$ cat config.mk
export PLATFORM = sky130hd
export DESIGN_NAME = hack_screen_scanout
export DESIGN_NICKNAME = d
export VERILOG_FILES = /design/src/rtl/video_pkg.sv /design/src/rtl/vga_timing.sv /design/src/rtl/hack_screen_scanout.sv
export SDC_FILE = /design/constraint.sdc
export NUM_CORES = 1
export LEC_CHECK = 0
export CORE_ASPECT_RATIO = 0.5
export CORE_MARGIN = 8
export CORE_UTILIZATION = 30
export CTS_CLUSTER_DIAMETER = 30
export CTS_CLUSTER_SIZE = 20
export DETAILED_ROUTE_END_ITERATION = 7
export PLACE_DENSITY = 0.48
export SLEW_MARGIN = 0
export SYNTH_ARGS = -nofsm -noshare
export SYNTH_HDL_FRONTEND = slang
export SYNTH_SLANG_ARGS = --single-unit
$ cat constraint.sdc
create_clock -name clk -period 3.7 [get_ports clk]
set_input_delay 1.11 -clock clk [delete_from_list [all_inputs] [get_ports clk]]
set_output_delay 1.11 -clock clk [all_outputs]
set_load 0.05 [all_outputs]
$ cat src/rtl/video_pkg.sv
// Shared 640x480@60 VGA timing constants and Hack screen geometry.
package video_pkg;

    typedef logic [9:0] count_t;

    localparam int DATA_W = 16;

    localparam count_t H_VISIBLE = 10'd640;
    localparam count_t H_FRONT   = 10'd16;
    localparam count_t H_SYNC    = 10'd96;
    localparam count_t H_BACK    = 10'd48;
    localparam count_t H_TOTAL   = H_VISIBLE + H_FRONT + H_SYNC + H_BACK;

    localparam count_t V_VISIBLE = 10'd480;
    localparam count_t V_FRONT   = 10'd10;
    localparam count_t V_SYNC    = 10'd2;
    localparam count_t V_BACK    = 10'd33;
    localparam count_t V_TOTAL   = V_VISIBLE + V_FRONT + V_SYNC + V_BACK;

    localparam count_t H_SYNC_FIRST = H_VISIBLE + H_FRONT;
    localparam count_t H_SYNC_LAST  = H_SYNC_FIRST + H_SYNC - 10'd1;
    localparam count_t V_SYNC_FIRST = V_VISIBLE + V_FRONT;
    localparam count_t V_SYNC_LAST  = V_SYNC_FIRST + V_SYNC - 10'd1;
    localparam count_t H_LAST       = H_TOTAL - 10'd1;
    localparam count_t V_LAST       = V_TOTAL - 10'd1;

    localparam int SCREEN_W      = 512;
    localparam int SCREEN_H      = 256;
    localparam int WORDS_PER_ROW = 32;

    // Address is issued this many cycles ahead of the word's first pixel.
    localparam int FETCH_LEAD = 3;

    function automatic logic in_range(input count_t c, input count_t lo, input count_t hi);
        return (c >= lo) && (c <= hi);
    endfunction

endpackage

$ cat src/rtl/vga_timing.sv
// 800x525 raster counters with registered sync, display-enable and frame-start decode.
module vga_timing
    import video_pkg::*;
(
    input  logic   clk,
    input  logic   rst_n,
    output count_t hcount,
    output count_t vcount,
    output logic   hsync,
    output logic   vsync,
    output logic   de,
    output logic   frame_start
);

    always_ff @(posedge clk or negedge rst_n) begin
        if (!rst_n) begin
            hcount <= '0;
            vcount <= '0;
        end else if (hcount == H_LAST) begin
            hcount <= '0;
            vcount <= (vcount == V_LAST) ? '0 : vcount + 10'd1;
        end else begin
            hcount <= hcount + 10'd1;
        end
    end

    // Output stage: decode of the current counter value, visible one cycle later.
    always_ff @(posedge clk or negedge rst_n) begin
        if (!rst_n) begin
            hsync       <= 1'b1;
            vsync       <= 1'b1;
            de          <= 1'b0;
            frame_start <= 1'b0;
        end else begin
            hsync       <= !in_range(hcount, H_SYNC_FIRST, H_SYNC_LAST);
            vsync       <= !in_range(vcount, V_SYNC_FIRST, V_SYNC_LAST);
            de          <= (hcount < H_VISIBLE) && (vcount < V_VISIBLE);
            frame_start <= (hcount == '0) && (vcount == '0);
        end
    end

endmodule

$ cat src/rtl/hack_screen_scanout.sv
// Scans the 512x256 Hack screen map out of VRAM into a centred 640x480 VGA pixel stream.
module hack_screen_scanout
    import video_pkg::*;
#(
    parameter logic [13:0] BASE_ADDR = 14'h0000,
    parameter int          X0        = 64,
    parameter int          Y0        = 112
) (
    input  logic              clk,
    input  logic              rst_n,
    input  logic              loaded,
    input  logic [DATA_W-1:0] vram_data,
    output logic [13:0]       vram_addr,
    output logic              hsync,
    output logic              vsync,
    output logic              de,
    output logic              pixel,
    output logic              frame_start
);

    localparam count_t WIN_X_FIRST = count_t'(X0);
    localparam count_t WIN_X_LAST  = count_t'(X0 + SCREEN_W - 1);
    localparam count_t WIN_Y_FIRST = count_t'(Y0);
    localparam count_t WIN_Y_LAST  = count_t'(Y0 + SCREEN_H - 1);
    localparam count_t FETCH_FIRST = count_t'(X0 - FETCH_LEAD);
    localparam count_t FETCH_LAST  = count_t'(X0 + (WORDS_PER_ROW - 1) * 16 - FETCH_LEAD);

    count_t            hcount;
    count_t            vcount;
    logic              enable;
    logic              vld_p1;
    logic              vld_p2;
    logic [DATA_W-1:0] word_buf;
    logic [DATA_W-1:0] shift;

    logic [3:0] sx_lo;
    logic [7:0] sy_lo;
    logic [8:0] fetch_off;
    logic       win_v;
    logic       win;
    logic       visible;
    logic       fetch_p0;
    logic       frame_wrap;
    logic       pix_bit;

    vga_timing u_timing (
        .clk         (clk),
        .rst_n       (rst_n),
        .hcount      (hcount),
        .vcount      (vcount),
        .hsync       (hsync),
        .vsync       (vsync),
        .de          (de),
        .frame_start (frame_start)
    );

    // Only the low bits of the window-relative coordinates are ever needed.
    assign sx_lo      = hcount[3:0] - WIN_X_FIRST[3:0];
    assign sy_lo      = vcount[7:0] - WIN_Y_FIRST[7:0];
    assign fetch_off  = hcount[8:0] - FETCH_FIRST[8:0];
    assign win_v      = in_range(vcount, WIN_Y_FIRST, WIN_Y_LAST);
    assign win        = enable && win_v && in_range(hcount, WIN_X_FIRST, WIN_X_LAST);
    assign visible    = (hcount < H_VISIBLE) && (vcount < V_VISIBLE);
    assign fetch_p0   = enable && win_v && in_range(hcount, FETCH_FIRST, FETCH_LAST)
                        && (fetch_off[3:0] == 4'd0);
    assign frame_wrap = (hcount == H_LAST) && (vcount == V_LAST);
    // The first pixel of a word comes straight from word_buf; shift is loaded on that same edge.
    assign pix_bit    = (sx_lo == 4'd0) ? word_buf[0] : shift[0];

    // Enable only ever rises on a frame boundary so a partly loaded VRAM never shows.
    always_ff @(posedge clk or negedge rst_n) begin
        if (!rst_n) begin
            enable <= 1'b0;
        end else if (frame_wrap && loaded) begin
            enable <= 1'b1;
        end
    end

    // Stage 0 -> 1: issue the VRAM word address.
    always_ff @(posedge clk or negedge rst_n) begin
        if (!rst_n) begin
            vram_addr <= BASE_ADDR;
            vld_p1    <= 1'b0;
        end else begin
            vld_p1 <= fetch_p0;
            if (fetch_p0) begin
                vram_addr <= BASE_ADDR + {1'b0, sy_lo, fetch_off[8:4]};
            end
        end
    end

    // Stage 1 -> 2: VRAM samples the address; data arrives during the vld_p2 cycle.
    always_ff @(posedge clk or negedge rst_n) begin
        if (!rst_n) begin
            vld_p2   <= 1'b0;
            word_buf <= '0;
        end else begin
            vld_p2 <= vld_p1;
            if (vld_p2) begin
                word_buf <= vram_data;
            end
        end
    end

    // Stage 2 -> output: serialise LSB first; Hack ink bit 1 is black.
    always_ff @(posedge clk or negedge rst_n) begin
        if (!rst_n) begin
            shift <= '0;
            pixel <= 1'b0;
        end else begin
            if (win && (sx_lo == 4'd0)) begin
                shift <= {1'b0, word_buf[DATA_W-1:1]};
            end else begin
                shift <= {1'b0, shift[DATA_W-1:1]};
            end
            pixel <= win && visible && !pix_bit;
        end
    end

endmodule

==> reports/metrics.yaml, run 1 <==
outcome: "finished clean"
report.final.hold_viol_count: 0
synth.yosys.seq_area_share: 0.530
internal-power_w: 0.00140
die_w_um: 167
dr.pass1.iters: 5
dominantRegCellSynth: "dfrtp_1"
worst_hold_path_type: "flop to flop"
critPathArrivalTime_ps: 2970
yosysUniqueCellTypes: 51
placementRows: 27
detailedPlacementHpwl_um: 4860
layout_common_cells: "dfrtp_1, clkdlybuf4s50_1, mux2_2"
p_leak_nw: 1.92
post_cts_resized: 0
syn-num-nets: 305
ant_nets: 0
clkLatencyLatePin_ps: 330
io_pins: 38
setup_viol_count_final: 0
grt_max_degree: 73
power_frac_clock: 0.525
first_global_vias: 2361
final_design_area_no_fill_um2: 4170
detailedRoute.firstIterationViolations: 112
num-fill-cells: 1096
design.die.area_um2: 15200
gp_routability_congestion: 0.844
final.setup_skew_ps: 6.27
detailedPlace.worstSlack_ps: 961
avg_synthesized_cell_area_um2: 12.3
yosys_warnings: 0
dpl-instance-area_um2: 3860
globalRouteOverflowTotal: 0
routed_wirelength_um: 7100
vdd_drop_max_mv: 0.192
post_route_cells_drive_above_1_share: 0.230
coreArea_um2: 11000
finalWorstPathRequiredPeriod_ps: 2760
layout.cells.non_filler: 458
dr_total_vias: 2175
period_share: 0.745
setup.worst_path.class: "flop to flop"
area_delta_synth_final_pct: 22.6
root_buffer: "clkbuf_16"
critical-path-max-stage-delay_ps: 760
synth.cell_area_um2: 3400
fmaxAchievable_mhz: 363
cts_max_path_buffers: 2
cts_hold_buf: 0
synth_edf_count: 0
route.detailed.drc: 0
grt_pass1_wl_um: 12300
sw_ratio: 0.197
tightest_slew_ps: 804
dp_cells: 442
max_slew_margin: 0.464
drt-wirelength-per-cell_um: 15.5
max-cap-violations: 0
layout.cells.most_common: "dfrtp_1"
critical-path-slowest-cell: "and4b_1"
p_per_area_nw_per_um2: 417
worst_setup_hold_path_clk_slew_ps: 60
via_per_inst: 4.75
numPortBuffers: 36
fraction_of_synthesis_flops_using_an_asynchronous_set_or_reset_pin: 1.00
cts-buffers-inserted: 9
fin_tns_setup_ps: 0
total_number_of_clock_tree_sinks: 72
seqPwrFrac: 0.453
fin_nets: 336
finalMaxSlewViolations: 0
antenna_found_initial: 0
postLayoutSetupSlackWorst_ps: 943
die_height_um: 91.3
final.hold.worst_slack_ps: 369
tritoncts: "yes"
start_util: 0.309
worstPathCellList: "inv_1 > ha_1 > nor3b_1 > nand4_1 > a32oi_2 > and4b_1 > mux2_2"
grt_usage: 0.0992
cp_data_required_time_ps: 3910
critical_path.max_fanout: 14
synth-seq-cells: 72
timing.critical_path.to_type: "flop"
total_switching_power_w: 0.000343
crit_path_start_kind: "flop"
cts-htree-levels: 3
rsz0062_at_grt: "false"
syn-instance-count: 277
num_antenna_cells: 0
post_cts.repair.setup_buffers: 0
pwr-share-comb: 0.022
-- cell usage after synthesis (2+ instances only) --
| cell type | number | area [µm²] |
|---|---|---|
| nor4_1 | 2 | 12.5 |
| xnor2_1 | 4 | 35.0 |
| xor2_1 | 13 | 114 |
| buf_2 | 7 | 35.0 |
| buf_1 | 2 | 7.51 |
| nor3_1 | 8 | 40.0 |
| dfrtp_1 | 70 | 1750 |
| a31oi_1 | 4 | 25.0 |
| nand4_1 | 6 | 37.5 |
| buf_6 | 2 | 22.5 |
| and4_1 | 2 | 17.5 |
| clkbuf_1 | 5 | 18.8 |
| a21oi_1 | 3 | 15.0 |
| dfstp_2 | 2 | 52.6 |
| mux2_2 | 24 | 270 |
| o21ai_0 | 15 | 75.1 |
| o31ai_1 | 2 | 15.0 |
| nand3_2 | 2 | 20.0 |
| mux2_4 | 18 | 270 |
| or3_1 | 2 | 12.5 |
| nor3b_1 | 2 | 15.0 |
| ha_1 | 9 | 113 |
| nand2_1 | 18 | 67.6 |
| nor2_1 | 13 | 48.8 |
| inv_1 | 8 | 30.0 |
| nand3_1 | 8 | 40.0 |
| mux2i_1 | 2 | 20.0 |
-- stage by stage --
| stage | power [W] | util |
|---|---|---|
| global placement | 0.000841 | 0.350 |
| detailed placement | 0.000841 | 0.350 |
| global route | 0.00181 | 0.379 |
| CTS | 0.00177 | 0.379 |
| floorplan | 0.000805 | - |
| finish | 0.00174 | 0.379 |
-- critical path, delay by kind of cell, from the launching register on --
kind / cells / cell delay (ps)
simple gates: 3 / 1230
flops: 1 / 470
mux: 1 / 410
compound gates: 1 / 230
fa+ha+maj: 1 / 190
buf+inv: 1 / 100
-- cell families after synthesis --
logic type | synth area share
buffers and inverters | 0.0430
and+or+nand+nor | 0.127
adders and majority gates | 0.0331
muxes | 0.165
DFF | 0.530
AOI/OAI and AO/OA | 0.0573
other | 0.00110
xor gates and xnor gates | 0.0437
-- registers in the layout, indices dropped and copies added, names as in the netlist, 10 cells and up --
| name | cells |
|---|---|
| word_buf | 16 |
| u_timing.hcount | 10 |
| u_timing.vcount | 10 |
| shift | 15 |
| vram_addr | 13 |
-- path summary, 6_finish.rpt --
check	from	endpoint	slack (ps)	cells after the start
max reg2reg	u_timing.vcount[0]$_DFFE_PN0N_	vram_addr[12]$_DFFE_PN0P_	940	7
min reg2reg	vld_p1$_DFF_PN0_	vld_p2$_DFF_PN0_	370	0
max in group asynchronous	rst_n	u_timing.vsync$_DFF_PN1_	2540	2
min	vld_p1$_DFF_PN0_	vld_p2$_DFF_PN0_	370	0
min in group asynchronous	rst_n	shift[14]$_DFF_PN0_	790	2
max	u_timing.vcount[0]$_DFFE_PN0N_	vram_addr[12]$_DFFE_PN0P_	940	7
-- per-layer routing --
layer	vias up	global-route usage	routed length, µm
met5	-	0	0
met3	8	0.0307	296
met4	0	0.0424	71
li1	1033	-	-
met2	46	0.161	3410
met1	1088	0.121	3320
-- power by group through the flow --
stage	registers [W]	clock network, W	logic [W]
after floorplan	0.000802	0	0.00000317
after global placement	0.000802	0	0.0000388
after detailed placement	0.000802	0	0.0000396
after CTS	0.000788	0.000941	0.0000398
after global routing	0.000787	0.000978	0.0000429
final	0.000788	0.000913	0.0000380
-- layout make-up --
cell class | count | area, µm² | area share
Clock buffer | 11 | 233 | 0.0558
Clock inverter | 5 | 81.3 | 0.0195
Inverter | 8 | 30.0 | 0.00719
Multi-Input combinational cell | 178 | 1450 | 0.348
Sequential cell | 72 | 1800 | 0.432
Tap cell | 145 | 181 | 0.0435
Timing Repair Buffer | 39 | 390 | 0.0935
(Power assumes the default switching activity.)
==> run 2: changes to the inputs <==
==> constraint.sdc (replaced) <==
create_clock -name clk -period 2.6 [get_ports clk]
set_input_delay 0.78 -clock clk [delete_from_list [all_inputs] [get_ports clk]]
set_output_delay 0.78 -clock clk [all_outputs]
set_load 0.05 [all_outputs]
==> reports/metrics.yaml, run 2 (synthesis results as in run 1) <==
worst_path_dominant_cell_family: "buffers and inverters"
fin_tns_setup_ps: 0  # unchanged
grt_usage: 0.0974  # -0.00180
final.setup_skew_ps: 5.12  # -1.15 ps
cp_data_required_time_ps: 1820  # -2090 ps
tightest_slew_ps: 662  # -142 ps
origin_of_the_critical_flop_to_flop_path: "u_timing.vcount[0]$_DFFE_PN0N_"
coreArea_um2: 11000  # unchanged
globalRouteOverflowTotal: 0  # unchanged
dp_cells: 445  # +0.68%
cts-buffers-inserted: 9  # unchanged
setup_viol_count_final: 0  # unchanged
post_route_cells_drive_above_1_share: 0.241  # +0.0105
detailedRoute.firstIterationViolations: 74  # -34%
regMostFlops: "word_buf"
rrSetupSlack_ps: 270  # -670 ps
critical-path-max-stage-delay_ps: 800  # +40 ps
num-fill-cells: 1075  # -1.9%
critical_path.max_fanout: 1  # -13
placementRows: 27  # unchanged
crit_path_start_kind: "flop"
grt_pass1_wl_um: 12000  # -2.4%
design.die.area_um2: 15200  # unchanged
path_buf_inv: 1  # unchanged
period_share: 0.930
worst_setup_hold_path_clk_slew_ps: 60  # about the same
worstPathCellList: "clkdlybuf4s50_1"
post_cts_resized: 0  # unchanged
fmaxAchievable_mhz: 413
rsz0062_at_grt: "false"
largest_register_ffs: 16  # unchanged
die_height_um: 91.3  # unchanged
p_per_area_nw_per_um2: 577  # +38%
final-seq-area_um2: 1800  # unchanged
internal-power_w: 0.00194  # +39%
first_global_vias: 2353  # -0.34%
critPathCapture: "vsync"
gp_routability_congestion: 0.834  # -1.1%
multi_input_comb_area_um2: 1450  # unchanged
cts-htree-levels: 3  # unchanged
ant_nets: 0  # unchanged
layout_common_cells: "dfrtp_1, clkdlybuf4s50_1, mux2_2"
outcome: "finished clean"
numPortBuffers: 36  # unchanged
finalWorstPathRequiredPeriod_ps: 2420
sw_ratio: 0.196  # -0.00101
dr.pass1.iters: 4  # -1
ff2ff_path_depth: 8  # +1
worst_hold_path_type: "flop to flop"
start_util: 0.309  # unchanged
dr_total_vias: 2171  # -0.18%
critical-path-slowest-cell: "clkdlybuf4s50_1"
layout.cells.non_filler: 461  # +0.66%
cts_hold_buf: 0  # unchanged
clkLatencyLatePin_ps: 330  # about the same
route.detailed.drc: 0  # unchanged
timing.critical_path.depth: 1  # -6
startpoint: "u_timing.vsync$_DFF_PN1_"
io_pins: 38  # unchanged
fin_nets: 339  # +0.89%
timing.critical_path.to_type: "primary output"
worstReg2RegEnd: "vram_addr[12]$_DFFE_PN0P_"
power_frac_clock: 0.514  # -0.011
tritoncts: "yes"
drt-wirelength-per-cell_um: 14.6  # -5.5%
layout.cells.most_common: "dfrtp_1"
pwr-share-comb: 0.022  # about the same
top_regs: "word_buf: 16 flops, shift: 15 flops, vram_addr: 13 flops"
total_switching_power_w: 0.000474  # +38%
grt_max_degree: 38  # -48%
die_w_um: 167  # unchanged
cts_max_path_buffers: 2  # unchanged
report.final.hold_viol_count: 0  # unchanged
max-cap-violations: 0  # unchanged
antenna_found_initial: 0  # unchanged
max_slew_margin: 0.559  # +0.0951
setup.worst_path.class: "flop to primary output"
post_cts.repair.setup_buffers: 0  # unchanged
vdd_drop_max_mv: 0.318  # +66%
num_antenna_cells: 0  # unchanged
finalMaxSlewViolations: 0  # unchanged
total_number_of_clock_tree_sinks: 72  # unchanged
root_buffer: "clkbuf_16"
detailedPlacementHpwl_um: 4920  # +1.3%
p_leak_nw: 1.94  # +0.91%
routed_wirelength_um: 6750  # -4.9%
seqPwrFrac: 0.464  # +0.011
via_per_inst: 4.71  # -0.83%
area_delta_synth_final_pct: 23.1
critPathArrivalTime_ps: 1640  # -1330 ps
-- run 2: power by group through the flow --
stage | logic, W | clock network, W | registers, W
finish | 0.0000544 | 0.00124 | 0.00112
global route | 0.0000619 | 0.00134 | 0.00112
CTS | 0.0000570 | 0.00128 | 0.00112
detailed placement | 0.0000568 | 0 | 0.00114
global placement | 0.0000559 | 0 | 0.00114
floorplan | 0.00000451 | 0 | 0.00114
-- run 2: cell type report --
type                    instances  share of cell area
well taps                     145              0.0433
inverters                       8             0.00716
multi-input cells             178               0.347
clock inverters                 4              0.0125
flip-flops and latches         72               0.430
clock buffers                  12              0.0612
repair buffers                 42              0.0985
-- run 2: worst min path at each step --
stage / startpoint / end / depth (start not counted)
CTS: vld_p1$_DFF_PN0_ / vld_p2$_DFF_PN0_ / 0
global route: vld_p1$_DFF_PN0_ / vld_p2$_DFF_PN0_ / 0
floorplan: vld_p1$_DFF_PN0_ / vld_p2$_DFF_PN0_ / 0
global placement: vld_p1$_DFF_PN0_ / vld_p2$_DFF_PN0_ / 0
detailed placement: vld_p1$_DFF_PN0_ / vld_p2$_DFF_PN0_ / 0
finish: vld_p1$_DFF_PN0_ / vld_p2$_DFF_PN0_ / 0
-- run 2: metrics by stage --
stage	hold WS [ps]	worst slack, ps	power (W)	instance area [µm²]	utilization
floorplan	331	439	0.00115	3400	-
global placement	346	344	0.00120	3880	0.353
detailed placement	346	279	0.00120	3880	0.353
CTS	371	149	0.00246	4190	0.381
global route	380	1.21	0.00252	4190	0.381
finish	364	181	0.00242	4190	0.381
-- run 2: layer usage --
layer	wire, µm	global-route usage
met1	3140	0.119
met4	136	0.0529
met3	242	0.0311
met2	3230	0.152
met5	0	0
